File: src/rtl/pipeline_stall_ctrl_pkg.sv
// Shared types and constants for the pipeline stall/flush controller.
// Holds the FSM state encodings, the default DMEM timeout and the stage-control bundle.
package pipeline_stall_ctrl_pkg;

    localparam int DEFAULT_TIMEOUT_CYCLES = 255;

    typedef enum logic [1:0] {
        ST_RUN         = 2'd0,
        ST_LOAD_BUBBLE = 2'd1,
        ST_DMEM_WAIT   = 2'd2,
        ST_ERROR       = 2'd3
    } state_t;

    // One bit per stage-register control; stalls hold, flushes/bubbles load a NOP.
    typedef struct packed {
        logic pc_stall;
        logic ifid_stall;
        logic idex_stall;
        logic exmem_stall;
        logic memwb_stall;
        logic ifid_flush;
        logic idex_flush;
        logic exmem_bubble;
        logic memwb_bubble;
    } stage_ctrl_t;

endpackage

File: src/rtl/pipeline_stall_ctrl_sat_counter.sv
// Saturating up-counter with synchronous clear (clear beats increment).
// Used to accumulate front-end stall cycles for performance statistics.
module sat_counter #(
    parameter int WIDTH = 32
) (
    input  logic             clk,
    input  logic             rst,
    input  logic             inc,
    input  logic             clr,
    output logic [WIDTH-1:0] count
);

    localparam logic [WIDTH-1:0] ONE = WIDTH'(1);

    always_ff @(posedge clk or posedge rst) begin
        if (rst) begin
            count <= '0;
        end else if (clr) begin
            count <= '0;
        end else if (inc && (count != '1)) begin
            count <= count + ONE;
        end
    end

endmodule

File: src/rtl/pipeline_stall_ctrl.sv
// Central hazard controller for a 5-stage pipeline: turns load-use, branch, IMEM and DMEM
// conditions into same-cycle stall/flush/bubble controls, with a sticky DMEM timeout error.
module pipeline_stall_ctrl
    import pipeline_stall_ctrl_pkg::*;
#(
    parameter int TIMEOUT_CYCLES = DEFAULT_TIMEOUT_CYCLES,
    parameter int CNT_W          = 32
) (
    input  logic             clk,
    input  logic             rst,
    input  logic             mem_ex_hazard,
    input  logic             branch_taken,
    input  logic             imem_ready,
    input  logic             dmem_req,
    input  logic             dmem_ready,
    input  logic             stat_clear,
    output logic             pc_stall,
    output logic             ifid_stall,
    output logic             idex_stall,
    output logic             exmem_stall,
    output logic             memwb_stall,
    output logic             ifid_flush,
    output logic             idex_flush,
    output logic             exmem_bubble,
    output logic             memwb_bubble,
    output logic             bus_error,
    output logic [CNT_W-1:0] stall_cycles,
    output state_t           fsm_state
);

    localparam int WAIT_W = (TIMEOUT_CYCLES < 1) ? 1 : $clog2(TIMEOUT_CYCLES + 1);
    localparam logic [WAIT_W:0] WAIT_ONE = (WAIT_W + 1)'(1);
    localparam logic [WAIT_W:0] WAIT_LIM = (WAIT_W + 1)'(TIMEOUT_CYCLES);

    state_t              state, state_next;
    logic [WAIT_W-1:0]   wait_cnt, wait_cnt_next;
    logic [WAIT_W:0]     wait_inc;
    logic                err_next;
    logic                hz_armed, hz_armed_next;
    logic                dmem_wait, hazard_eff;
    stage_ctrl_t         ctl;

    // DMEM handshake: dmem_req stays high until the cycle dmem_ready is seen; that cycle completes the access.
    always_comb begin
        ctl           = '0;
        state_next    = state;
        wait_cnt_next = '0;
        err_next      = bus_error;
        hz_armed_next = hz_armed | ~mem_ex_hazard;
        dmem_wait     = dmem_req && !dmem_ready;
        // A hazard held high past its bubble is the same stale pair; re-arm only after it drops.
        hazard_eff    = mem_ex_hazard && hz_armed && (state != ST_LOAD_BUBBLE);
        wait_inc      = (state == ST_DMEM_WAIT) ? ({1'b0, wait_cnt} + WAIT_ONE) : WAIT_ONE;

        if (state == ST_ERROR) begin
            ctl.pc_stall    = 1'b1;
            ctl.ifid_stall  = 1'b1;
            ctl.idex_stall  = 1'b1;
            ctl.exmem_stall = 1'b1;
            ctl.memwb_stall = 1'b1;
        end else if (dmem_wait) begin
            ctl.pc_stall     = 1'b1;
            ctl.ifid_stall   = 1'b1;
            ctl.idex_stall   = 1'b1;
            ctl.exmem_stall  = 1'b1;
            ctl.memwb_bubble = 1'b1;
            if (wait_inc >= WAIT_LIM) begin
                state_next = ST_ERROR;
                err_next   = 1'b1;
            end else begin
                state_next    = ST_DMEM_WAIT;
                wait_cnt_next = wait_inc[WAIT_W-1:0];
            end
        end else if (hazard_eff) begin
            // Branch operand depends on the load, so any coincident redirect is dropped here.
            ctl.pc_stall     = 1'b1;
            ctl.ifid_stall   = 1'b1;
            ctl.idex_stall   = 1'b1;
            ctl.exmem_bubble = 1'b1;
            state_next       = ST_LOAD_BUBBLE;
            hz_armed_next    = 1'b0;
        end else begin
            state_next = ST_RUN;
            if (branch_taken) begin
                ctl.ifid_flush = 1'b1;
                ctl.idex_flush = 1'b1;
            end else if (!imem_ready) begin
                ctl.pc_stall   = 1'b1;
                ctl.ifid_flush = 1'b1;
            end
        end

        if (rst) begin
            ctl = '0;
        end
    end

    always_ff @(posedge clk or posedge rst) begin
        if (rst) begin
            state     <= ST_RUN;
            wait_cnt  <= '0;
            bus_error <= 1'b0;
            hz_armed  <= 1'b1;
        end else begin
            state     <= state_next;
            wait_cnt  <= wait_cnt_next;
            bus_error <= err_next;
            hz_armed  <= hz_armed_next;
        end
    end

    assign pc_stall     = ctl.pc_stall;
    assign ifid_stall   = ctl.ifid_stall;
    assign idex_stall   = ctl.idex_stall;
    assign exmem_stall  = ctl.exmem_stall;
    assign memwb_stall  = ctl.memwb_stall;
    assign ifid_flush   = ctl.ifid_flush;
    assign idex_flush   = ctl.idex_flush;
    assign exmem_bubble = ctl.exmem_bubble;
    assign memwb_bubble = ctl.memwb_bubble;
    assign fsm_state    = state;

    sat_counter #(
        .WIDTH (CNT_W)
    ) u_stall_cnt (
        .clk   (clk),
        .rst   (rst),
        .inc   (ctl.pc_stall),
        .clr   (stat_clear),
        .count (stall_cycles)
    );

endmodule
File: config.mk
export PLATFORM = sky130hd
export DESIGN_NAME = pipeline_stall_ctrl
export DESIGN_NICKNAME = d
export VERILOG_FILES = /design/src/rtl/pipeline_stall_ctrl_pkg.sv /design/src/rtl/pipeline_stall_ctrl_sat_counter.sv /design/src/rtl/pipeline_stall_ctrl.sv
export SDC_FILE = /design/constraint.sdc
export NUM_CORES = 1
export LEC_CHECK = 0
export ABC_AREA = 1
export ABC_CLOCK_PERIOD_IN_PS = 2620
export BUFFER_PORTS_ARGS = -buffer_cell sky130_fd_sc_hd__buf_2
export CAP_MARGIN = 20
export CELL_PAD_IN_SITES_DETAIL_PLACEMENT = 1
export CELL_PAD_IN_SITES_GLOBAL_PLACEMENT = 1
export CORE_MARGIN = 2
export CORE_UTILIZATION = 40
export DETAILED_ROUTE_END_ITERATION = 8
export PLACE_DENSITY_LB_ADDON = 0.2
export RECOVER_POWER = 100
export SLEW_MARGIN = 10
export SYNTH_ARGS = -nofsm -noshare
export SYNTH_HDL_FRONTEND = slang
export SYNTH_HIERARCHICAL = 1
export SYNTH_SLANG_ARGS = --single-unit
File: constraint.sdc
create_clock -name clk -period 2.62 [get_ports clk]
set_input_delay 0 -clock clk [delete_from_list [all_inputs] [get_ports clk]]
set_output_delay 0 -clock clk [all_outputs]
set_load 0.02 [all_outputs]
==> results.md, run 1 <==
* Post-synth top area share at 35.17%
* Post-Layout Inst Area at 0.003435 mm2
* Seq/Total Area, Yosys at a little over a third
* Final core utilization at 46.85%
* Clock slew at reported path FFs at 0.09 ns
* Distinct cell type count after synthesis at 34
* Final net count at approximately 540
* Critical R2R Capture: u_stall_cnt/count[25]
* H-tree lvl count at 2
* TritonCTS clock tree: yes
* Synthesized cell area at 0.003059 mm2
* Crit path cell chain: nand2_1 > inv_1 > nor2_1 > clkinv_1 > nor2_1 > a21oi_1 > nand2_4 > nand2_1 > inv_2 > nand2_1 > nand2_1
* Largest area contributor in the netlist: dfrtp_1
* Worst setup path start: fsm_state[0]
* Syn Nets at between 400 and 500
* P_sw at approximately 0.43 mW
* Initial antenna violation count at 0
* CTS max path bufs at 2
* Diodes inserted at 0
* Initial core utilization at 41.73%
* Final WS setup at 0.4010 ns
* Clock sink count at 44
* Core area at approximately 0.0073 mm2
* Family with the most delay on the worst path: simple AND/OR/NAND/NOR gates
* Flop pwr share at 52.1%
* Most frequent cells in the layout: nand2_1, nor2_1, inv_1
* Placed cell area at 0.003408 mm2
* Worst-Margin Slew at about 0.55 ns
* Switch share at between 30% and 40%
* IO Port Bufs at 51
* Mapped Cells at 474
* Hold crit path type: in2reg
* Crit path depth at 11
* Outcome: finished, final reports clean
* Die X at about 90 um
* Clock skew at 0.007291 ns
* Slew margin rel. at 63.37%
* Io pins at 52
* Critical path's slowest cell: dfrtp_1
* Vias per std cell at between 5 and 6
* Worst setup endpoint: u_stall_cnt/count[25]
* Max-slew violations at 0
* Routed WL per cell at 14.44 um
* Row count at 31
* MaxCap Viol Count at 0
* Worst EP arrival at 2.45 ns
* CP Class: reg2reg
* Detailed Routing Iterations Pass 1 at 4
* CTS Buf Count at 5
* Max incr delay on CP at around 0.47 ns
* CP max FO at 21
* Layout Cells excl Fill at 629
* Pin count of the biggest net entering global routing at 33
* DR vias at approximately 3200
* FF-to-FF setup slack at 0.40 ns
* Fin crit share at 84.69%
* Hold Slack at around 0.042 ns
* Unrepaired setup endpoints after global routing: no
* Worst-skew pair later-pin latency at about 0.30 ns
* Fraction of layout cells with a size suffix above 1 at under 10%
* Most common cell after layout, fill and taps aside: nand2_1
* Worst R2R Start: fsm_state[0]
* FF-to-FF path depth at 11
* Setup TNS Final at 0 ns
* Post-CTS setup buffer count at 0
* Syn-to-layout area delta at 12.27%
* P_int at 0.9366 mW
* Post-route antenna net violation count at 0
* Power Total at roughly 1.4 mW
* Mean Syn Cell Area at about 6.5 um2
* Final hold vios at 0
* Clock share of power at 32.4%
* Crit end category: flip-flop
* Detailed Route WL at approximately 9100 um
* GRT Total Usage at 23.03%
* Die Ht at 91.45 um
* # setup viols final at 0
* Die ar. at between 0.008 and 0.009 mm2
* CP startpoint kind: flip-flop
* Fmax at 450.7 MHz
* LEAKAGE at 1.613 nW
* Maximum vdd drop at 194.1 uV
* Combinational group share of total power at 15.4%
* Placed cells at 619
* CP required at approximately 2.9 ns
* Worst path most repeated cell: nand2_1
* Yosys reg bits at 44
* Place WS at ~0.56 ns
* GP Congestion at 0.8497
* Synth Warn # at 6
* Hpwl dp at 6960 um
* Initial DRC count at 145
* First-pass GRT wire length at 15830 um
* PD cells at 398.8 mW/mm2
* Top cells by area, synth: dfrtp_1, nand2_1, nor2_1, inv_1, nand3_1
* Gr ovfl total at 0
* Root buffer cell: clkbuf_8
* Crit path time final at roughly 2.2 ns
* DRC at 0
* Crit path buffers/inverters at 3
* Number of global-route vias before repair at 3276
==> layout make-up <==
class | instances | area, um2
Fill cell | 1065 | 3896
Multi-Input combinational cell | 361 | 1642
Sequential cell | 44 | 1102
Timing Repair Buffer | 57 | 249.0
Inverter | 60 | 225.2
Tap cell | 99 | 123.9
Clock buffer | 5 | 68.82
Clock inverter | 3 | 23.77
==> cells by family after synthesis <==
family          Yosys count  share of synthesized area, %
xor+xnor                  4                         1.145
compound gates           29                         5.522
flops                    44                         36.03
simple gates            326                         47.16
fa+ha+maj                 2                        0.8179
buf+inv                  69                         9.325
==> flip-flops by register name, summed over array words and instances (netlist names) <==
| register | count |
|---|---|
| fsm_state | 2 |
| wait_cnt | 8 |
| hz_armed | 1 |
| u_stall_cnt/count | 32 |
| bus_error | 1 |
==> worst min path at each step <==
stage	startpoint	slack [ns]	depth (start not counted)	end
floorplan	rst	-0.13	1	bus_error
global placement	rst	0.11	2	fsm_state[1]
detailed placement	rst	0.12	2	fsm_state[1]
CTS	dmem_ready	0.05	4	wait_cnt[1]
global route	dmem_ready	0.05	4	wait_cnt[1]
finish	dmem_ready	0.04	4	wait_cnt[1]
==> synthesized netlist by cell type (all sizes together) <==
library cell    n
a21oi           5
nor3            5
clkbuf          3
o211ai          1
dfstp           1
o21ai          19
inv            59
nand3b          1
nor2           88
dfrtp          43
nand2         172
ha              2
buf             6
or2             2
xor2            3
and2            2
clkinv          1
nand3          41
nand4          15
xnor2           1
o21bai          3
a22oi           1
==> metal layers <==
layer	up-vias	GRT usage (%)	part of all wire [%]
met5	-	0	0
met4	0	5.051	1.0
met3	6	2.822	2.5
met2	52	41.18	51
met1	1544	29.58	46
li1	1588	-	-
==> what timing repair did <==
action                                 in CTS  in global routing
hold buffers                                2                  0
endpoints found under the hold margin      44                  0
resized for setup                           0                  0
==> worst reg2reg max path: stages, from the launching register on <==
cell,delay [ns]
dfrtp_1,0.47
nand2_1,0.15
inv_1,0.09
nor2_1,0.19
clkinv_1,0.13
nor2_1,0.21
a21oi_1,0.17
nand2_4,0.14
nand2_1,0.09
inv_2,0.34
nand2_1,0.11
nand2_1,0.08
==> power groups by stage <==
stage	logic (mW)	clock network [mW]	registers, mW
2_1_floorplan	0.145	0	0.737
3_3_place_gp	0.216	0	0.727
3_5_place_dp	0.221	0	0.728
4_1_cts	0.224	0.468	0.715
5_1_grt	0.234	0.492	0.718
6_report	0.212	0.444	0.714
Power figures use the tool's default switching activity.
==> inputs of run 2 (changes only) <==
--- a/config.mk
+++ b/config.mk
@@ -5,14 +5,14 @@
 export SDC_FILE = /design/constraint.sdc
 export NUM_CORES = 1
 export LEC_CHECK = 0
-export ABC_AREA = 1
-export ABC_CLOCK_PERIOD_IN_PS = 2620
+export ABC_AREA = 0
+export ABC_CLOCK_PERIOD_IN_PS = 2280
 export BUFFER_PORTS_ARGS = -buffer_cell sky130_fd_sc_hd__buf_2
 export CAP_MARGIN = 20
 export CELL_PAD_IN_SITES_DETAIL_PLACEMENT = 1
 export CELL_PAD_IN_SITES_GLOBAL_PLACEMENT = 1
 export CORE_MARGIN = 2
-export CORE_UTILIZATION = 40
+export CORE_UTILIZATION = 41
 export DETAILED_ROUTE_END_ITERATION = 8
 export PLACE_DENSITY_LB_ADDON = 0.2
 export RECOVER_POWER = 100
==> constraint.sdc (replaced) <==
create_clock -name clk -period 2.28 [get_ports clk]
set_input_delay 0 -clock clk [delete_from_list [all_inputs] [get_ports clk]]
set_output_delay 0 -clock clk [all_outputs]
set_load 0.02 [all_outputs]
==> results.md, run 2 <==
* Core area at 0.005851 mm2 (was 0.007331 mm2)
* Fraction of layout cells with a size suffix above 1 at 33.43% (was 7.358%)
* Top cells by area, synth: dfrtp_1, a21oi_1, o31ai_1, or4_1, nand2_1 (was dfrtp_1, nand2_1, nor2_1, inv_1, nand3_1)
* Fmax at 431.6 MHz (was 450.7 MHz)
* Post-Synth Simple-Gate Area at 29.82% (was 47.16%)
* Distinct cell type count after synthesis at 44 (was 34)
* Ys async rst share at 100.0% (unchanged)
* Post-route antenna net violation count at 0 (unchanged)
* Synth Warn # at 6 (unchanged)
* Final hold vios at 0 (unchanged)
* Die Ht at 81.44 um (was 91.45 um)
* Worst setup path start: hz_armed (was fsm_state[0])
* Clock sink count at 44 (unchanged)
* Largest register FFs at 32 (unchanged)
* CP startpoint kind: flip-flop (unchanged)
* H-tree lvl count at 2 (unchanged)
* Violated checks: setup timing
* # setup viols final at 7 (was 0)
* Root buffer cell: clkbuf_8 (unchanged)
* Post-synth top area share at 43.77% (was 35.17%)
* M3 GR Usage at 3.297% (was 2.822%)
* P_int at 1.137 mW (was 0.9366 mW)
* CTS max path bufs at 2 (unchanged)
* Largest register by flop count: u_stall_cnt/count (unchanged)
* Setup TNS Final at -0.1487 ns (was 0 ns)
* Initial antenna violation count at 0 (unchanged)
* Clock skew at 0.004708 ns (was 0.007291 ns)
* Worst EP arrival at 2.49 ns (was 2.45 ns)
* Row count at 28 (was 31)
* Mean Syn Cell Area at 9.348 um2 (was 6.454 um2)
* Io pins at 52 (unchanged)
* IO Port Bufs at 51 (unchanged)
* Seq/Total Area, Yosys at 44.83% (was 36.03%)
* Maximum vdd drop at 215.5 uV (was 194.1 uV)
* Worst-Margin Slew at 0.8485 ns (was 0.5475 ns)
* DRC at 0 (unchanged)
* Hold Slack at 0.03771 ns (was 0.04185 ns)
* GP Congestion at 0.7936 (was 0.8497)
* CTS Buf Count at 5 (unchanged)
* Most common cell in the netlist: dfrtp_1 (was nand2_1)
* MaxCap Viol Count at 0 (unchanged)
* Fin crit share at 101.6% (was 84.69%)
* Worst setup endpoint: u_stall_cnt/count[24] (was u_stall_cnt/count[25])
* Routed WL per cell at 17.42 um (was 14.44 um)
* P_sw at 0.3590 mW (was 0.4329 mW)
* Hpwl dp at 5014 um (was 6960 um)
* Final net count at 368 (was 539)
* LEAKAGE at 1.418 nW (was 1.613 nW)
* Initial core utilization at 42.02% (was 41.73%)
* FF-to-FF path depth at 10 (was 11)
* Max-slew violations at 0 (unchanged)
* Global routing usage on met1 at 29.13% (was 29.58%)
* Compound-gate portion of the synthesized area at 16.39% (was 5.521%)
* Detailed Routing Iterations Pass 1 at 4 (unchanged)
* Initial DRC count at 105 (was 145)
* Syn-to-layout area delta at 34.45% (was 12.27%)
* Pin count of the biggest net entering global routing at 33 (unchanged)
* Main combinational cell family by area after synthesis: simple AND/OR/NAND/NOR gates (unchanged)
* Hold crit path type: in2reg (unchanged)
* DR vias at 2507 (was 3190)
* Slew margin rel. at 43.43% (was 63.37%)
* Most frequent cells in the layout: buf_4, buf_2, dfrtp_1 (was nand2_1, nor2_1, inv_1)
* Crit path time final at 2.317 ns (was 2.219 ns)
* Worst R2R Start: hz_armed (was fsm_state[0])
* Unrepaired setup endpoints after global routing: yes (was no)
* Count of flip-flops with a built-in enable after synthesis at 0 (unchanged)
* Number of global-route vias before repair at 2516 (was 3276)
* Post-synthesis mux area share at 0.4071% (was 0%)
* Die X at 81.44 um (was 91.45 um)
* Syn Nets at 273 (was 484)
* Gr ovfl total at 0 (unchanged)
* Clock slew at reported path FFs at 0.09 ns (about the same)
* Final WS setup at -0.03718 ns (was 0.4010 ns)
* First-pass GRT wire length at 11930 um (was 15830 um)
* Most common cell after layout, fill and taps aside: buf_4 (was nand2_1)
* Flop pwr share at 52.6% (was 52.1%)
* Switch share at 23.99% (was 31.61%)
* CP Class: reg2reg (unchanged)
* Combinational group share of total power at 5.9% (was 15.4%)
* TritonCTS clock tree: yes (unchanged)
* Mapped Cells at 263 (was 474)
* CP max FO at 7 (was 21)
* FF-to-FF setup slack at -0.04 ns (was 0.40 ns)
* Vias per std cell at 5.776 (was 5.072)
* GRT met2 Usage at 41.48% (was 41.18%)
* Commonest cells post-synth: dfrtp_1, a21oi_1, nand2_1 (was nand2_1, nor2_1, inv_1)
* Adder-Cell Fraction of Synth Area at 1.018% (was 0.8180%)
* Yosys reg bits at 44 (unchanged)
* PD cells at 452.6 mW/mm2 (was 398.8 mW/mm2)
* Detailed Route WL at 7561 um (was 9081 um)
* Most used routing layer: met2 (unchanged)
* Largest area contributor in the netlist: dfrtp_1 (unchanged)
* GRT Total Usage at 23.22% (was 23.03%)
* Clock share of power at 41.5% (was 32.4%)
* XOR/XNOR Fraction of Synth Area at 3.206% (was 1.145%)
* Synthesized cell area at 0.002459 mm2 (was 0.003059 mm2)
* Ys flop type: dfrtp_1 (unchanged)
* Diodes inserted at 0 (unchanged)
* Critical R2R Capture: u_stall_cnt/count[24] (was u_stall_cnt/count[25])
* Die ar. at 0.006632 mm2 (was 0.008363 mm2)
* Worst-skew pair later-pin latency at 0.30 ns (about the same)
* Outcome: finished with violations (was finished, final reports clean)
* CP required at 2.45 ns (was 2.85 ns)
* Crit end category: flip-flop (unchanged)
==> run 2: changes by cell type after synthesis, moves of 14 or more <==
cell     previous run  this run
a21oi_1             5        29
nand2_1           165        20
o31ai_1             0        15
nor2_1             78        16
inv_1              54        11
or4_1               0        14
nand3_1            38        13
==> run 2: area by class of cell <==
class | count | area [um2]
Fill cell | 697 | 2545
Multi-Input combinational cell | 199 | 1358
Sequential cell | 44 | 1110
Timing Repair Buffer | 97 | 591.8
Tap cell | 75 | 93.84
Clock buffer | 5 | 68.82
Clock inverter | 3 | 42.54
Inverter | 11 | 41.29
==> run 2: critical path, cell delays in order (launching register included) <==
cell and delay, ns:
dfstp_2 0.54, and3b_2 0.19, nor2_2 0.06, a21oi_4 0.14
buf_4 0.14, inv_1 0.07, or3_4 0.45, buf_6 0.15
buf_4 0.13, o21ai_0 0.23, a21oi_2 0.09
==> run 2: cells by family (layout without fill, tap and decap cells) <==
logic type,count (synthesis),after routing
muxes,1,1
buffers and inverters,21,116
DFF,44,44
adders and majority gates,2,2
and+or+nand+nor,121,121
AOI/OAI and AO/OA,65,66
xor gates and xnor gates,9,9
==> run 2: timing repair <==
item | 4_1_cts | 5_1_grt
hold buffers | 2 | 0
hold endpoints to repair | 44 | 0
setup buffers | 4 | 2
cloned | 0 | 1
gates resized for setup | 3 | 9
endpoints found under the setup margin | 16 | 23
pin swaps | 1 | 5
==> run 2: worst min-delay path by stage <==
| stage | depth (start not counted) | from | slack, ns | endpoint |
|---|---|---|---|---|
| floorplan | 1 | mem_ex_hazard | 0.04 | hz_armed |
| CTS | 4 | dmem_ready | 0.04 | hz_armed |
| detailed placement | 2 | rst | 0.14 | bus_error |
| finish | 4 | dmem_ready | 0.04 | hz_armed |
| global placement | 2 | rst | 0.13 | wait_cnt[4] |
| global route | 4 | dmem_ready | 0.09 | hz_armed |
==> run 2: metal layers <==
| layer | wire length, um | vias to the layer above |
|---|---|---|
| met4 | 60 | 0 |
| met1 | 3322 | 1267 |
| li1 | - | 1187 |
| met2 | 3947 | 48 |
| met5 | 0 | - |
| met3 | 230 | 5 |
==> run 2: power by group through the flow <==
stage	sequential, mW	clock, mW	combinational, mW
finish	0.786	0.621	0.0883
global route	0.787	0.663	0.0985
CTS	0.786	0.627	0.0901
detailed placement	0.802	0	0.0870
global placement	0.802	0	0.0862
floorplan	0.808	0	0.0451
==> run 2: metrics by stage <==
step / setup WS [ns] / util [%] / power [mW] / instances / instance area (um2)
after detailed placement: -0.06817 / 52.37 / 0.8888 / 417 / 3064
after floorplan: -0.1180 / - / 0.8529 / 263 / 2497
after global placement: 0.005676 / 52.37 / 0.8877 / 417 / 3064
after CTS: -0.06752 / 55.45 / 1.503 / 431 / 3244
final: -0.03718 / 56.50 / 1.496 / 434 / 3306
after global routing: -0.1816 / 56.50 / 1.548 / 434 / 3306
